--- config.mk ---
export PLATFORM = sky130hd
export DESIGN_NAME = gate_bist_ctrl
export DESIGN_NICKNAME = d
export VERILOG_FILES = /design/src/rtl/gate_bist_ctrl.sv
export SDC_FILE = /design/constraint.sdc
export NUM_CORES = 1
export LEC_CHECK = 0
export BUFFER_PORTS_ARGS = -buffer_cell sky130_fd_sc_hd__clkbuf_2
export CORE_MARGIN = 5
export CORE_UTILIZATION = 33
export CTS_BUF_LIST = sky130_fd_sc_hd__clkbuf_4 sky130_fd_sc_hd__clkbuf_8
export DETAILED_ROUTE_END_ITERATION = 6
export PLACE_DENSITY = 0.47
export SETUP_SLACK_MARGIN = 0.2
export SYNTH_ARGS = -nofsm -noshare
export SYNTH_HDL_FRONTEND = slang
export SYNTH_SLANG_ARGS = --single-unit
--- constraint.sdc ---
create_clock -name clock -period 3.32 [get_ports clock]
set_input_delay 0 -clock clock [delete_from_list [all_inputs] [get_ports clock]]
set_output_delay 0 -clock clock [all_outputs]
set_load 0.02 [all_outputs]
--- src/rtl/gate_bist_ctrl.sv ---
// gate_bist_ctrl: BIST sequencer for the Ch1 gate bank (not, nand, and, or, xor)
// Ports: clock, reset (sync, active-high); start requests a run from IDLE;
//   vec_a/vec_b drive the gate bank and obs returns {xor,or,and,nand,not(a)};
//   busy is high in SETTLE/CHECK, done pulses once per run; pass, fail_cnt,
//   first_vec and first_mask report the last run and hold until the next start.
// Option: define GATE_BIST_STOP_ON_FAIL_EN to end a run at its first failing CHECK.
module gate_bist_ctrl #(
  parameter int SETTLE = 1,
  parameter int LOOPS = 1
) (
  input  logic       clock,
  input  logic       reset,
  input  logic       start,
  output logic       vec_a,
  output logic       vec_b,
  input  logic [4:0] obs,
  output logic       busy,
  output logic       done,
  output logic       pass,
  output logic [7:0] fail_cnt,
  output logic [1:0] first_vec,
  output logic [4:0] first_mask
);
`ifdef GATE_BIST_STOP_ON_FAIL_EN
  localparam bit STOP = 1'b1;
`else
  localparam bit STOP = 1'b0;
`endif
  localparam logic [3:0] SETTLE_LAST = 4'(SETTLE - 1);
  localparam logic [7:0] LOOP_LAST = 8'(LOOPS - 1);
  typedef enum logic [1:0] {S_IDLE, S_SETTLE, S_CHECK, S_DONE} state_t;
  state_t state, state_n;
  logic [1:0] vec, vec_n, first_vec_n;
  logic [3:0] settle_cnt, settle_n;
  logic [7:0] loop_cnt, loop_n, fail_n;
  logic [4:0] golden, mism, first_mask_n;
  logic pass_n, last;
  assign golden = {vec[0] ^ vec[1], vec[0] | vec[1], vec[0] & vec[1], ~(vec[0] & vec[1]), ~vec[0]};
  assign mism = obs ^ golden;
  // a failing CHECK ends the run early only in stop-on-fail builds
  assign last = (vec == 2'b11 && loop_cnt == LOOP_LAST) || (STOP && mism != 5'd0);
  assign {vec_b, vec_a} = vec;
  assign busy = state == S_SETTLE || state == S_CHECK;
  assign done = state == S_DONE;
  always_ff @(posedge clock)
    if (reset) begin
      state <= S_IDLE;
      vec <= 2'b00;
      settle_cnt <= 4'd0;
      loop_cnt <= 8'd0;
      fail_cnt <= 8'd0;
      first_vec <= 2'b00;
      first_mask <= 5'd0;
      pass <= 1'b0;
    end else begin
      state <= state_n;
      vec <= vec_n;
      settle_cnt <= settle_n;
      loop_cnt <= loop_n;
      fail_cnt <= fail_n;
      first_vec <= first_vec_n;
      first_mask <= first_mask_n;
      pass <= pass_n;
    end
  always_comb begin
    state_n = state;
    vec_n = vec;
    settle_n = settle_cnt;
    loop_n = loop_cnt;
    fail_n = fail_cnt;
    first_vec_n = first_vec;
    first_mask_n = first_mask;
    pass_n = pass;
    case (state)
      S_IDLE:
        if (start) begin
          state_n = S_SETTLE;
          vec_n = 2'b00;
          settle_n = 4'd0;
          loop_n = 8'd0;
          fail_n = 8'd0;
          first_vec_n = 2'b00;
          first_mask_n = 5'd0;
          pass_n = 1'b0;
        end
      S_SETTLE: begin
        settle_n = settle_cnt + 4'd1;
        state_n = settle_cnt == SETTLE_LAST ? S_CHECK : S_SETTLE;
      end
      S_CHECK: begin
        if (mism != 5'd0) begin
          fail_n = fail_cnt == 8'hff ? fail_cnt : fail_cnt + 8'd1;
          // fail_cnt never returns to zero once counting, so zero means first failure
          if (fail_cnt == 8'd0) begin
            first_vec_n = vec;
            first_mask_n = mism;
          end
        end
        if (last) begin
          state_n = S_DONE;
          pass_n = fail_n == 8'd0;
        end else begin
          state_n = S_SETTLE;
          vec_n = vec + 2'd1;
          loop_n = vec == 2'b11 ? loop_cnt + 8'd1 : loop_cnt;
          settle_n = 4'd0;
        end
      end
      default: state_n = S_IDLE;
    endcase
  end
endmodule

==> summary.txt, run 1 <==
Cells and area
  – Filler cell count in the final layout: ~600
  – ANT cells: 0
  – Share of cells above drive strength 1: 21.46%
  – Nets: about 270
  – Layout area overhead: 14.61%

Run
  – Max-cap violations: 0

Synthesis
  – Syn nets: between 200 and 250
  – Cell variety after synth: 54
  – Area leader, netlist: dfxtp_1
  – Synthesized area per cell: 8.724 µm²
  – Count leader, synth: dfxtp_1
  – Cells after Synth: approximately 220
  – Top cells by count, synth: dfxtp_1 (32), nor2_1 (24), a21oi_1 (15)
  – Top cell type's share of synthesized area: 33.68%
  – Post-synth EDFFs: 0
  – Post-Syn Area: 1902 µm²
  – Sequential area share after synthesis: 33.68%
  – Fraction of registers with async set/reset: 0%
  – Top FF cell, synth: dfxtp_1
  – Synth area leaders: dfxtp_1 (34%), ha_1 (7.9%), nor2_1 (4.7%), a21oi_1 (3.9%), xor2_1 (3.7%)
  – YS warnings: 0
  – Synth Register Bits: 32

CTS
  – H-tree depth: 2
  – Clk_lat worst skew: 0.28 ns
  – Reg clk slew, reported paths: 0.07 ns
  – Total CTS buffers: 5
  – CTS Buffer Depth: 2
  – CTS tree: built
  – Sink Count: 32
  – CTS Root Cell: clkbuf_8
  – # Post-CTS Setup Buffers: 0

Floorplanning
  – Core area: 5540 µm²
  – Die Height: ~86 µm
  – Die ar.: 7381 µm²
  – Io pins: 28
  – Starting Density: about 34%
  – Rows: 27
  – Die Wd: 85.92 µm

Timing
  – Final Hold Viols: 0
  – Final period util: 82.83%
  – Final Skew: a little over 0.009 ns
  – Slew Viols, Final: 0
  – Rel. slew slack: 56.47%
  – Setup ws final: 0.5699 ns
  – Final Setup Violations: 0
  – RSZ-0062 raised after global routing: false
  – Fmax: about 360 MHz
  – Fin crit period: around 2.8 ns
  – Sum Neg Setup Slack: 0 ns
  – Worst-Margin Slew: between 0.6 and 0.7 ns

Detailed routing
  – Detailed-route DRC error count: 0
  – Initial DRC Count: between 50 and 60
  – Final wirelength: 4389 µm
  – Post-DR wirelength/cell: 13.76 µm
  – TritonRoute pass-1 iters: 4
  – Via count: roughly 1,600
  – Final ANT Viol Nets: 0
  – Via density: 5.125

Global route
  – GR Util met3: 2.882%
  – Grt total ovfl: 0
  – Largest net degree at the start of global routing: 24
  – GR peak layer: met2
  – First-pass GRT wire length: 7383 µm
  – GRT Total Usage: about an eighth
  – Met1 Usage GRT: 17.08%
  – M2 GR Usage: between 10% and 20%
  – Vias in the first global route: 1,550
  – Initial antenna violation count: 0

Power
  – Tot Pwr: roughly 980 µW
  – Leakage: around 0.00086 µW
  – Max VDD drop: 317.5 µV
  – P per Cell Area: 449.3 nW/µm²

Hold path
  – Hold Path Class: in2reg

Placement
  – Gpl congestion: 0.8172
  – Placed wire-length estimate: 3149 µm
  – Pre-CTS WS: 0.5526 ns
  – Port Buffers: 27

Status
  – Status: complete, no violations

Setup path
  – Worst Setup End Kind: flip-flop
  – Peak fanout along the critical path: 12
  – Req. time, crit path: 3.54 ns
  – CP Data Arrival Time: between 2 and 3 ns
  – Worst setup SP type: flip-flop
  – Critical setup path kind: reg2reg
## worst max-delay path, stage by stage, from the launching register on
cell and delay [ns]:
dfxtp_1 0.36, ha_1 0.31, or3b_1 0.39, a2111o_1 0.58, nand4b_1 0.21, o21ai_0 0.09, a21oi_1 0.51, a22o_1 0.24
## path summary, 6_finish.rpt
path,startpoint,depth (start not counted),slack [ns],end
max,vec[0],7,0.57,first_vec[1]
min,obs[1],3,0.08,first_mask[1]
max reg2reg,vec[0],7,0.57,first_vec[1]
min reg2reg,settle_cnt[3],2,0.47,settle_cnt[3]
## cell usage in the layout (no fill, tap or decap), types with 3 or more instances in the layout
| master | netlist | layout |
|---|---|---|
| a22o_1 | 7 | 7 |
| mux2_2 | 3 | 3 |
| buf_4 | 2 | 3 |
| xor2_1 | 8 | 8 |
| nand4_1 | 6 | 6 |
| o21ai_0 | 8 | 8 |
| a22oi_1 | 4 | 4 |
| dfxtp_1 | 32 | 32 |
| nand2_1 | 14 | 14 |
| a41oi_1 | 3 | 3 |
| clkbuf_8 | 2 | 6 |
| a21oi_1 | 15 | 15 |
| nor2_1 | 24 | 24 |
| nand2b_1 | 4 | 4 |
| nand3_1 | 9 | 9 |
| a32oi_1 | 3 | 3 |
| ha_1 | 12 | 12 |
| xnor2_1 | 4 | 4 |
| clkbuf_2 | 0 | 27 |
| inv_1 | 11 | 11 |
## through the flow
step           utilization (%)  area, µm²  cells  hold slack (ns)
4_1_cts                  39.23       2173    319          0.07171
5_1_grt                  39.34       2180    319           0.1037
2_1_floorplan                -       1902    218           0.2182
3_5_place_dp             37.56       2081    311           0.3748
6_report                 39.34       2180    319          0.08292
3_3_place_gp             37.56       2081    311           0.3732
## state kept, by name, summed over array words and instances (netlist names)
signal and count:
first_vec 2, fail_cnt 8, loop_cnt 8, pass 1, settle_cnt 4, first_mask 5, vec 2, state 2
## repair_timing
item                                    4_1_cts  5_1_grt
endpoints found under the setup margin        0        6
hold buffers                                  0        0
hold endpoints to repair                      0        0
gates resized for setup                       0        1
## kinds of logic after synthesis
kind of cell | after synthesis | synth area share [%]
and+or+nand+nor | 81 | 23.49
AOI/OAI and AO/OA | 57 | 21.65
DFF | 32 | 33.68
buffers and inverters | 21 | 5.986
xor gates and xnor gates | 12 | 5.526
adders and majority gates | 12 | 7.895
muxes | 3 | 1.776
## routing by layer
layer  wire, µm  share of wire, %  up-vias
li1           -                 -      850
met1       2175                50      756
met2       2015                46       27
met3        168               3.8        2
met4         29              0.66        0
met5          0                 0        -
## final cells by class
class	instances	area [µm²]	share of cell area, %
Multi-Input combinational cell	165	1154	52.93
Sequential cell	32	640.6	29.39
Timing Repair Buffer	30	157.7	7.233
Tap cell	72	90.09	4.133
Clock buffer	6	82.58	3.789
Inverter	12	45.04	2.067
Clock inverter	2	10.01	0.4592
## where the power goes
part / switching (µW) / total, µW / internal [µW]
clock: 148 / 313 / 165
sequential: 14.2 / 412 / 398
combinational: 164 / 254 / 89.8
(Power assumes the default switching activity.)
==> run 2, diff against run 1 <==
--- a/config.mk
+++ b/config.mk
@@ -5,12 +5,13 @@
 export SDC_FILE = /design/constraint.sdc
 export NUM_CORES = 1
 export LEC_CHECK = 0
+export ABC_AREA = 1
 export BUFFER_PORTS_ARGS = -buffer_cell sky130_fd_sc_hd__clkbuf_2
 export CORE_MARGIN = 5
 export CORE_UTILIZATION = 33
 export CTS_BUF_LIST = sky130_fd_sc_hd__clkbuf_4 sky130_fd_sc_hd__clkbuf_8
 export DETAILED_ROUTE_END_ITERATION = 6
-export PLACE_DENSITY = 0.47
+export PLACE_DENSITY = 0.48
 export SETUP_SLACK_MARGIN = 0.2
 export SYNTH_ARGS = -nofsm -noshare
 export SYNTH_HDL_FRONTEND = slang
==> constraint.sdc (replaced) <==
create_clock -name clock -period 2.4 [get_ports clock]
set_input_delay 0 -clock clock [delete_from_list [all_inputs] [get_ports clock]]
set_output_delay 0 -clock clock [all_outputs]
set_load 0.02 [all_outputs]
==> summary.txt, run 2 <==
CTS
  – CTS Buffer Depth: 2 (unchanged)
  – CTS tree: built (unchanged)
  – Sink Count: 32 (unchanged)
  – # Post-CTS Setup Buffers: 0 (unchanged)
  – H-tree depth: 2 (unchanged)
  – Clk_lat worst skew: 0.29 ns (was 0.28 ns)
  – Reg clk slew, reported paths: 0.07 ns (about the same)
  – Hold_buf cts: 0 (unchanged)
  – CTS Root Cell: clkbuf_8 (unchanged)
  – # resized after CTS: 0 (unchanged)
  – Total CTS buffers: 5 (unchanged)

Placement
  – Port Buffers: 27 (unchanged)
  – Gpl congestion: 0.8280 (was 0.8172)
  – Placed wire-length estimate: 3845 µm (was 3149 µm)
  – Placed cells: 411 (was 311)

Timing
  – Fmax: 517.2 MHz (was 363.6 MHz)
  – Final Hold Viols: 0 (unchanged)
  – Sum Neg Setup Slack: 0 ns (unchanged)
  – RSZ-0062 raised after global routing: false (unchanged)
  – Slew Viols, Final: 0 (unchanged)
  – Worst-Margin Slew: 0.5926 ns (was 0.6475 ns)
  – Fin crit period: 1.934 ns (was 2.750 ns)
  – Final Skew: 0.002825 ns (was 0.009210 ns)
  – Final period util: 80.57% (was 82.83%)
  – Rel. slew slack: 60.49% (was 56.47%)
  – Final Setup Violations: 0 (unchanged)

Global route
  – Largest net degree at the start of global routing: 25 (was 24)
  – GRT Total Usage: 13.05% (was 12.29%)
  – Grt total ovfl: 0 (unchanged)
  – Initial antenna violation count: 0 (unchanged)
  – Vias in the first global route: 1,900 (was 1,550)
  – First-pass GRT wire length: 8928 µm (was 7383 µm)

Detailed routing
  – Post-DR wirelength/cell: 12.25 µm (was 13.76 µm)
  – Final ANT Viol Nets: 0 (unchanged)
  – Via count: 1,969 (was 1,635)
  – Via density: 4.699 (was 5.125)
  – TritonRoute pass-1 iters: 4 (unchanged)
  – Final wirelength: 5132 µm (was 4389 µm)
  – Detailed-route DRC error count: 0 (unchanged)
  – Initial DRC Count: 47 (was 59)

Synthesis
  – Count leader, synth: nand2_1 (was dfxtp_1)
  – Cell variety after synth: 33 (was 54)
  – Cells after Synth: 311 (was 218)
  – Top FF cell, synth: dfxtp_1 (unchanged)
  – Sequential area share after synthesis: 30.12% (was 33.68%)
  – YS warnings: 0 (unchanged)
  – Area leader, netlist: dfxtp_1 (unchanged)
  – Post-synth EDFFs: 0 (unchanged)
  – Synthesized area per cell: 6.839 µm² (was 8.724 µm²)
  – Top cell type's share of synthesized area: 30.12% (was 33.68%)
  – Fraction of registers with async set/reset: 0% (unchanged)
  – Post-Syn Area: 2127 µm² (was 1902 µm²)
  – Synth Register Bits: 32 (unchanged)
  – Top cells by count, synth: nand2_1 (82), inv_1 (35), dfxtp_1 (32) (was dfxtp_1 (32), nor2_1 (24), a21oi_1 (15))
  – Synth area leaders: dfxtp_1 (30%), nand2_1 (14%), ha_1 (7.1%), inv_1 (6.2%), a21oi_1 (5.2%) (was dfxtp_1 (34%), ha_1 (7.9%), nor2_1 (4.7%), a21oi_1 (3.9%), xor2_1 (3.7%))
  – Syn nets: 331 (was 238)

Cells and area
  – Largest regs: fail_cnt x8, loop_cnt x8, first_mask x5 (unchanged)
  – Layout area overhead: 14.29% (was 14.61%)
  – Share of cells above drive strength 1: 21.35% (was 21.46%)
  – Final Non-Filler Cells: 419 (was 319)
  – Nets: 361 (was 266)
  – Commonest non-fill, non-tap cell in the layout: nand2_1 (was dfxtp_1)
  – Commonest non-fill, non-tap cells in the layout: nand2_1 (82), inv_1 (35), dfxtp_1 (30), nor2_1 (27), clkbuf_2 (27) (was dfxtp_1 (32), clkbuf_2 (27), nor2_1 (24), a21oi_1 (15), nand2_1 (14))
  – ANT cells: 0 (unchanged)

Status
  – Status: complete, no violations (unchanged)

Setup path
  – Peak fanout along the critical path: 8 (was 12)
  – Critical R2R Capture: pass (was first_vec[1])
  – Worst Setup End Kind: flip-flop (unchanged)
  – Worst setup SP type: flip-flop (unchanged)
  – Critical setup path kind: reg2reg (unchanged)
  – CP Data Arrival Time: 2.15 ns (was 2.97 ns)
  – R2R depth: 15 (was 7)
  – R2r setup slk: 0.47 ns (was 0.57 ns)
  – R2r startpoint: vec[0] (unchanged)
  – Req. time, crit path: 2.62 ns (was 3.54 ns)

Run
  – Max-cap violations: 0 (unchanged)

Floorplanning
  – Io pins: 28 (unchanged)
  – Core area: 6314 µm² (was 5540 µm²)
  – Rows: 29 (was 27)
  – Die ar.: 8151 µm² (was 7381 µm²)
  – Starting Density: 33.69% (was 34.33%)
  – Die Height: 90.29 µm (was 85.92 µm)
  – Die Wd: 90.29 µm (was 85.92 µm)

Hold path
  – Hold Path Class: in2reg (unchanged)
  – HP Start: start (was obs[1])
  – WHS Path Cells: 4 (was 3)
  – WHS Endpoint: state[0] (was first_mask[1])

Power
  – P per Cell Area: 633.0 nW/µm² (was 449.3 nW/µm²)
  – Leakage: 0.001059 µW (was 0.0008593 µW)
  – Max VDD drop: 265.6 µV (was 317.5 µV)
  – Tot Pwr: 1539 µW (was 979.2 µW)
run 2: cell types whose count changed after synthesis, sizes merged, moves of 5 or more:
| cell | previous run | this run |
|---|---|---|
| a22o | 8 | 0 |
| clkbuf | 6 | 1 |
| nand3 | 9 | 28 |
| nor2 | 24 | 33 |
| inv | 12 | 41 |
| a21oi | 15 | 27 |
| nand2 | 14 | 92 |
run 2: area by class of cell:
class,instances,area [µm²]
Clock inverter,1,7.507
Fill cell,704,3882
Clock buffer,7,90.09
Timing Repair Buffer,28,142.6
Inverter,42,157.7
Sequential cell,32,645.6
Tap cell,77,96.34
Multi-Input combinational cell,232,1291
run 2: critical path, stage by stage (launching register included):
cell     delay (ns)
dfxtp_4        0.38
inv_2          0.05
ha_1           0.32
inv_1          0.06
nand2_1        0.04
nand2_1        0.09
inv_1          0.08
nor2_1         0.13
nand2_2        0.13
nand2_1        0.09
nand2_1        0.08
nor2_1         0.11
nand3_1        0.08
nor2_1         0.11
nor2_1         0.05
nor2_1         0.08
run 2: cells by family (layout without fill, tap and decap cells):
kind of cell	after synthesis	in the layout	synth area share [%]
AOI/OAI and AO/OA	43	43	11.47
DFF	32	32	30.12
and+or+nand+nor	168	168	38.47
buffers and inverters	47	78	9.176
xor gates and xnor gates	9	9	3.706
adders and majority gates	12	12	7.059
run 2: report_power, final:
part | internal [µW] | switching, µW
clock network | 245 | 222
logic | 139 | 341
registers | 563 | 29.3
total | 947 | 592
run 2: layer usage:
| metal | part of all wire (%) | GRT usage, % | up-vias |
|---|---|---|---|
| li1 | - | - | 1056 |
| met3 | 3.7 | 3.000 | 7 |
| met4 | 1.4 | 4.839 | 0 |
| met1 | 49 | 17.14 | 879 |
| met5 | 0 | 0 | - |
| met2 | 45 | 20.79 | 27 |
run 2: through the flow:
| stage | instance area, µm² | hold slack, ns | utilization (%) | setup WS (ns) |
|---|---|---|---|---|
| 2_1_floorplan | 2127 | 0.06907 | - | 0.5081 |
| 3_3_place_gp | 2328 | 0.3490 | 36.88 | 0.4097 |
| 3_5_place_dp | 2328 | 0.3526 | 36.88 | 0.3830 |
| 4_1_cts | 2426 | 0.03745 | 38.43 | 0.3513 |
| 5_1_grt | 2431 | 0.05609 | 38.51 | 0.2184 |
| 6_report | 2431 | 0.04635 | 38.51 | 0.4663 |
run 2: worst max-delay path by stage:
stage | start | endpoint | slack, ns
2_1_floorplan | vec[0] | pass | 0.51
3_3_place_gp | vec[0] | pass | 0.41
3_5_place_dp | vec[0] | pass | 0.38
4_1_cts | vec[0] | pass | 0.35
5_1_grt | vec[0] | pass | 0.22
6_report | vec[0] | pass | 0.47
